File: config.mk
export PLATFORM = sky130hd
export DESIGN_NAME = nlfsr_tap_engine
export DESIGN_NICKNAME = d
export VERILOG_FILES = /design/src/rtl/nlfsr_tap_engine.sv
export SDC_FILE = /design/constraint.sdc
export NUM_CORES = 1
export LEC_CHECK = 0
export BUFFER_PORTS_ARGS = -buffer_cell sky130_fd_sc_hd__buf_2
export CAP_MARGIN = 20
export CORE_MARGIN = 4
export CORE_UTILIZATION = 39
export CTS_BUF_LIST = sky130_fd_sc_hd__clkbuf_8
export CTS_CLUSTER_SIZE = 30
export DETAILED_ROUTE_END_ITERATION = 8
export SYNTH_ARGS = -nofsm -noshare
export SYNTH_HDL_FRONTEND = slang
export SYNTH_SLANG_ARGS = --single-unit
File: constraint.sdc
create_clock -name clk -period 8.8 [get_ports clk]
set_input_delay 0.44 -clock clk [delete_from_list [all_inputs] [get_ports clk]]
set_output_delay 0.44 -clock clk [all_outputs]
set_load 0.01 [all_outputs]
File: src/rtl/nlfsr_tap_engine.sv
`default_nettype none
// +--------------------------------------------------------------------------+
// | nlfsr_tap_engine : SIZE-bit NLFSR with byte-coded tap selectors, AND-pair |
// | nonlinear feedback and a start/busy/done shift sequencer.                |
// | Rev 1.0                                                                  |
// +--------------------------------------------------------------------------+
module nlfsr_tap_engine #(
  parameter int SIZE        = 32,
  parameter int NUM_OF_TAPS = 15,
  parameter int AND_PAIRS   = 1,
  parameter int CNT_W       = 16
) (
  input  logic                     clk,
  input  logic                     res,
  input  logic                     start,
  input  logic [NUM_OF_TAPS*8-1:0] co_buf,
  input  logic [SIZE-1:0]          seed,
  input  logic [CNT_W-1:0]         cycles,
  output logic                     busy,
  output logic                     done,
  output logic                     bit_out,
  output logic                     bit_valid,
  output logic [SIZE-1:0]          state_out
);

  localparam int c_PAD = 256 - SIZE;

  typedef enum logic [1:0] {
    S_IDLE = 2'd0,
    S_RUN  = 2'd1,
    S_DONE = 2'd2
  } state_t;

  state_t                   r_state;
  state_t                   w_next;
  logic [SIZE-1:0]          r_reg;
  logic [NUM_OF_TAPS*8-1:0] r_coef;
  logic [CNT_W-1:0]         r_cnt;
  logic                     r_bit_out;
  logic                     r_bit_valid;
  logic                     w_accept;
  logic                     w_shift;
  logic [255:0]             w_ext;
  logic [NUM_OF_TAPS-1:0]   w_tap;
  logic                     w_fb;

  // Padding with the MSB makes every 8-bit index land on reg[SIZE-1] once out of range.
  assign w_ext = {{c_PAD{r_reg[SIZE-1]}}, r_reg};

  always_comb begin
    w_tap = '0;
    w_fb  = 1'b0;
    for (int i = 0; i < NUM_OF_TAPS; i++) begin
      w_tap[i] = w_ext[r_coef[i*8 +: 8]];
    end
    for (int j = 0; j < AND_PAIRS; j++) begin
      w_fb = w_fb ^ (w_tap[2*j] & w_tap[2*j+1]);
    end
    for (int i = 2*AND_PAIRS; i < NUM_OF_TAPS; i++) begin
      w_fb = w_fb ^ w_tap[i];
    end
  end

  always_ff @(posedge clk or negedge res) begin
    if (!res) begin
      r_state <= S_IDLE;
    end else begin
      r_state <= w_next;
    end
  end

  always_comb begin
    w_next   = r_state;
    w_accept = 1'b0;
    w_shift  = 1'b0;
    busy     = 1'b0;
    done     = 1'b0;
    case (r_state)
      S_IDLE: begin
        if (start) begin
          w_accept = 1'b1;
          w_next   = (cycles != '0) ? S_RUN : S_DONE;
        end
      end
      S_RUN: begin
        busy    = 1'b1;
        w_shift = 1'b1;
        if (r_cnt == CNT_W'(1)) begin
          w_next = S_DONE;
        end
      end
      S_DONE: begin
        done   = 1'b1;
        w_next = S_IDLE;
      end
      default: w_next = S_IDLE;
    endcase
  end

  always_ff @(posedge clk or negedge res) begin
    if (!res) begin
      r_reg       <= '0;
      r_coef      <= '0;
      r_cnt       <= '0;
      r_bit_out   <= 1'b0;
      r_bit_valid <= 1'b0;
    end else begin
      if (w_accept) begin
        r_coef <= co_buf;
        r_reg  <= seed;
        r_cnt  <= cycles;
      end
      if (w_shift) begin
        r_bit_out <= r_reg[0];
        r_reg     <= {w_fb, r_reg[SIZE-1:1]};
        r_cnt     <= r_cnt - CNT_W'(1);
      end
      // The last shift lands in DONE, so valid stays up through the done cycle.
      r_bit_valid <= w_shift;
    end
  end

  assign bit_out   = r_bit_out;
  assign bit_valid = r_bit_valid;
  assign state_out = r_reg;

endmodule
`default_nettype wire

=== After elaboration in Yosys (flattened, before gate mapping) ===
Index checks and enable logic that the tools add are counted.

* Register bits: 172
* Output and inout bits: 36
* Input port bits: 171
* Logic and storage cells: 87

* $add $sub $neg: 1
* Muxes and demuxes: 42
* Reduce and logical (&&, ||, !) cells: 4
* Bitwise gates (word level): 14
* Equality and inequality tests: 5
* Magnitude comparators: 15

{| class="wikitable"
|+ Operator list
! cell !! number
|-
| 8-bit by 9-bit < comparator with 1-bit output, second input constant || 15
|-
| 1-bit binary-select mux with 8-bit select || 15
|-
| 32-bit 2-to-1 mux || 2
|-
| 16-bit 2-to-1 mux || 2
|-
| 1-bit 2-to-1 mux || 19
|-
| 16-bit by 1-bit equality test with 1-bit output, second input constant || 1
|-
| 16-bit nonzero test || 1
|-
| 16-bit by 1-bit subtractor with 16-bit output, second input constant || 1
|-
| 1-bit XOR || 13
|-
| 2-bit 2-to-1 mux || 3
|-
| 2-bit != test, second input constant || 2
|-
| 2-bit case mux with 2 select lines || 1
|-
| 2-bit by 1-bit equality test with 1-bit output, second input constant || 1
|-
| 2-bit equality test, second input constant || 1
|-
| 2-bit logical NOT || 1
|-
| 2-bit AND reduction || 1
|-
| 2-bit nonzero test || 1
|-
| 1-bit AND || 1
|}

=== Depth between registers and ports, before layout ===
* Depth in word-level cells: 17
* Gate-level depth with buffers: 12
* Gate-level depth less buffers: 10

=== Least setup slack after synthesis ===
Ideal clock, no wire load.

* Path kind: register to register
* Start point: reg r_coef[40]
* End point: reg r_reg[31], in the netlist state_out[31]
* Path buffers: 1
* Stages on the path, launching flop included: 11
* Setup slack: 5.634 ns
* Data required time: 8.668 ns
* Library setup time: 0.132 ns
* Period minus slack after synthesis: 3.166 ns
* Arrival: 3.034 ns
* Cell sequence: dfrtp_1 -> clkbuf_1 -> mux4_2 -> mux4_2 -> a21oi_1 -> a2bb2oi_1 -> o22ai_1 -> nor3_1 -> xnor3_1 -> xnor3_1 -> o21ai_1

* Cells in the longest elaborated chain, start to end: 13

{| class="wikitable"
|+ RTL lines
! what !! line !! RTL
|-
| start: declaration || 37 || <nowiki>logic [NUM_OF_TAPS*8-1:0] r_coef;</nowiki>
|-
| start signal: assignment || 109 || <nowiki>r_coef <= co_buf;</nowiki>
|-
| 1-bit binary-select mux with 8-bit select || 54 || <nowiki>w_tap[i] = w_ext[r_coef[i*8 +: 8]];</nowiki>
|-
| 1-bit 2-to-1 mux (implied by the code) || 54 ||
|-
| 1-bit XOR (10 in series) || 60 || <nowiki>w_fb = w_fb ^ w_tap[i];</nowiki>
|-
| 32-bit 2-to-1 mux || 113 || <nowiki>if (w_shift) begin</nowiki>
|-
| end signal: assignment || 115 || <nowiki>r_reg <= {w_fb, r_reg[SIZE-1:1]};</nowiki>
|-
| end: declaration || 36 || <nowiki>logic [SIZE-1:0] r_reg;</nowiki>
|}

No other way between the ends. The select of a mux whose other input is x is not followed.
A chain may end at the register's enable or synchronous reset.

=== Final worst setup path ===
* Start point: reg r_reg[31], in the netlist state_out[31]
* End point: reg r_reg[31], in the netlist state_out[31]

* Cells in the longest elaborated chain, start to end: 17
* Elaborated cells between the ends (all ways): 45
* Those cells by class: mux: 31; bitwise: 14

{| class="wikitable"
|+ RTL lines
! what !! line !! RTL
|-
| 1-bit binary-select mux with 8-bit select || 54 ||
|-
| 1-bit 2-to-1 mux (implied by the code) || 54 ||
|-
| 1-bit AND || 57 || <nowiki>w_fb = w_fb ^ (w_tap[2*j] & w_tap[2*j+1]);</nowiki>
|-
| 1-bit XOR (12 in series) || 60 ||
|-
| 1-bit XOR * || 60 ||
|-
| 32-bit 2-to-1 mux * || 113 ||
|}

Mark *: on every way between the ends. The rest lies on a longest branch, timed or not. The select of a mux whose other input is x is not followed.

==> results.cfg <==
[run_status]
status = completed

[setup_path]
worstSetupEndpointType = flop
crit_chain = buf_4 > mux4_1 > mux4_2 > and2_4 > or4b_1 > o2111a_1 > o211ai_2 > xor2_1 > xnor3_1 > xnor3_1 > o21ai_1
arrival_ps = 4140
cp_slowest_cell = dfrtp_1
crit_type = flop to flop
max_stage_delay_ps = 550
worst_setup_path_start_kind = flop
crit_top_cell = xnor3_1
cp.required_ps = 9140
critPathMaxFanout = 23

[clocking]
clock_path_buffers = 2
postCtsResizedCells = 0
postCtsSetupBuffers = 0
path_clk_slew_ps = 120
numCtsBuffers = 17
clock_sinks = 172
htreeDepth = 4
insertion_delay_ps = 500
cts_root_buf = clkbuf_8
cts_tree = done
hold_buffers = 0

[power]
p_leak_nw = 6.01
p_clk_frac = 0.102
p_sw_frac = 0.466
switchingPower_mw = 2.62
p_int_mw = 3.01
comb_power_share = 0.523
power_density_nw_per_um2 = 424
irDropWorstVdd_v = 0.000171
seq_power_share = 0.375

[layout]
syn_to_final_growth_pct = 13.4
drive_above_1_share = 0.271
final_cells = 1754
nets = 1524
diodes = 0

[place]
io_buffer_count = 206
globalplace.congestion = 0.922
dp_cells = 1721
dpl.hpwl_um = 26500

[route]
drt_iter0_drc = 984
ant_nets = 0
drc = 0
dr_total_vias = 10386
drtPass1Iterations = 5
wl_per_cell_um = 21.9
vias_per_cell = 5.92
wl_um = 38400

[synth]
ys_async_sr_fraction = 1.00
netlist_area_um2 = 11700
syn_inst = 1230
synth.area.top_cells = dfrtp_1 37%, mux4_2 21%, nand2_1 14%, mux2i_1 3.6%, clkbuf_1 2.9%
seq_area_frac_synth = 0.367
post-synth-top-count-cell = nand2_1
synth.cells.most_frequent = 438 x nand2_1, 172 x dfrtp_1, 111 x mux4_2
ys_warn_count = 0
synthFlopType = dfrtp_1
syn_area_per_cell_um2 = 9.52
synth_top_area_share = 0.367
ys_seq_elements = 172
synth_nets = 1403
yosys.area.top_type = dfrtp_1
synth_cell_types = 65
synth_edf_count = 0

[floorplan]
dieHeight_um = 181
dieArea_um2 = 32900
rows = 63
pin_count = 207
start_util = 0.395
core_um2 = 29600
die_w_um = 181

[sta]
whs_ps = 57.1
skew_ps = 21.3
setup_viol = 0
max_freq_ghz = 0.263
fin_crit_ps = 3800
rsz0062_at_grt = false
report.final.slew_viol_count = 0
tightest_slew_ps = 941
final.setup.tns_ps = 0
period_share = 0.432
relSlewSlack = 0.373
finalHoldViolations = 0

[global_route]
grt_pass1_wl_um = 59800
grt-ovfl-total = 0
grt_pass1_vias = 10274
groute.usage.overall = 0.230
grt_max_degree = 98
antenna_found_initial = 0

[job]
maxCapViolations = 0

[min_path]
hp-class = input pin to async pin
[cell type report]
type                       count  area, um2
fill                        2956      16400
multi-input combinational    924       6890
sequential                   172       4300
timing repair buffer         214       1120
tap                          390        488
clock buffer                  18        248
clock inverter                14        149
inverter                      22       82.6
[sequential cells by signal, summed over array words and instances (netlist names)]
signal,flops
bit_out,1
state_out,32
bit_valid,1
r_state,2
r_cnt,16
r_coef,120
[power by group through the flow]
stage / Clock (mW) / Combinational, mW / Sequential [mW]
global placement: 0 / 2.87 / 2.06
floorplan: 0 / 2.63 / 1.46
finish: 0.572 / 2.94 / 2.11
global route: 0.621 / 3.18 / 2.18
detailed placement: 0 / 2.92 / 2.09
CTS: 0.592 / 2.94 / 2.08
[final timing paths]
check	from	end	slack [ps]	depth (start not counted)
hold / removal	res	r_coef[23]	60	1
hold reg to reg	r_state[1]	r_state[1]	470	1
max in group asynchronous	res	state_out[13]	7580	3
setup / recovery	state_out[31]	state_out[31]	5000	11
setup reg to reg	state_out[31]	state_out[31]	5000	11
min in group clk	co_buf[23]	r_coef[23]	130	3
[critical path: cells and delay by family (launching register included)]
kind | cells | cell delay (ps)
multiplexers | 2 | 970
XOR/XNOR | 3 | 810
AND/OR/NAND/NOR | 2 | 720
flip-flops | 1 | 550
AO/OA/AOI/OAI | 3 | 310
buffers and inverters | 1 | 300
[layer usage]
layer | share of wire | vias up | wire, um | track usage
li1 | - | 4652 | - | -
met1 | 0.42 | 5156 | 16100 | 0.324
met2 | 0.46 | 524 | 17700 | 0.355
met3 | 0.092 | 54 | 3540 | 0.0527
met4 | 0.026 | 0 | 1010 | 0.0718
met5 | 0 | - | 0 | 0
[per-stage QoR]
stage	worst slack [ps]	instance area (um2)	total power, mW	utilization
2_1_floorplan	5630	11700	4.10	-
3_3_place_gp	5100	12900	4.93	0.434
3_5_place_dp	5020	12900	5.02	0.434
4_1_cts	5010	13300	5.60	0.447
5_1_grt	4840	13300	5.98	0.448
6_report	5000	13300	5.63	0.448
[cell families (layout without fill, tap and decap cells)]
| family | after synthesis | count (layout) | share of synthesized area |
|---|---|---|---|
| buf+inv | 134 | 268 | 0.0455 |
| xor+xnor | 11 | 11 | 0.0106 |
| compound gates | 159 | 159 | 0.0968 |
| mux | 162 | 162 | 0.268 |
| flops | 172 | 172 | 0.367 |
| fa+ha+maj | 2 | 2 | 0.00214 |
| simple gates | 590 | 590 | 0.209 |
[cell usage in the layout, fill, tap and decap left out, types with 8 or more instances in the layout]
cell / n
o2111ai_1: 12
nor2b_1: 12
a21oi_1: 17
inv_1: 21
mux2i_1: 42
o22ai_1: 8
a211oi_1: 13
dfrtp_1: 172
buf_2: 205
nand3_1: 14
mux4_1: 8
or3_1: 10
mux4_2: 111
nor3_1: 29
nand2_1: 437
nor2_1: 44
o21ai_0: 29
clkbuf_8: 18
a22oi_1: 36
Power figures use the tool's default switching activity.
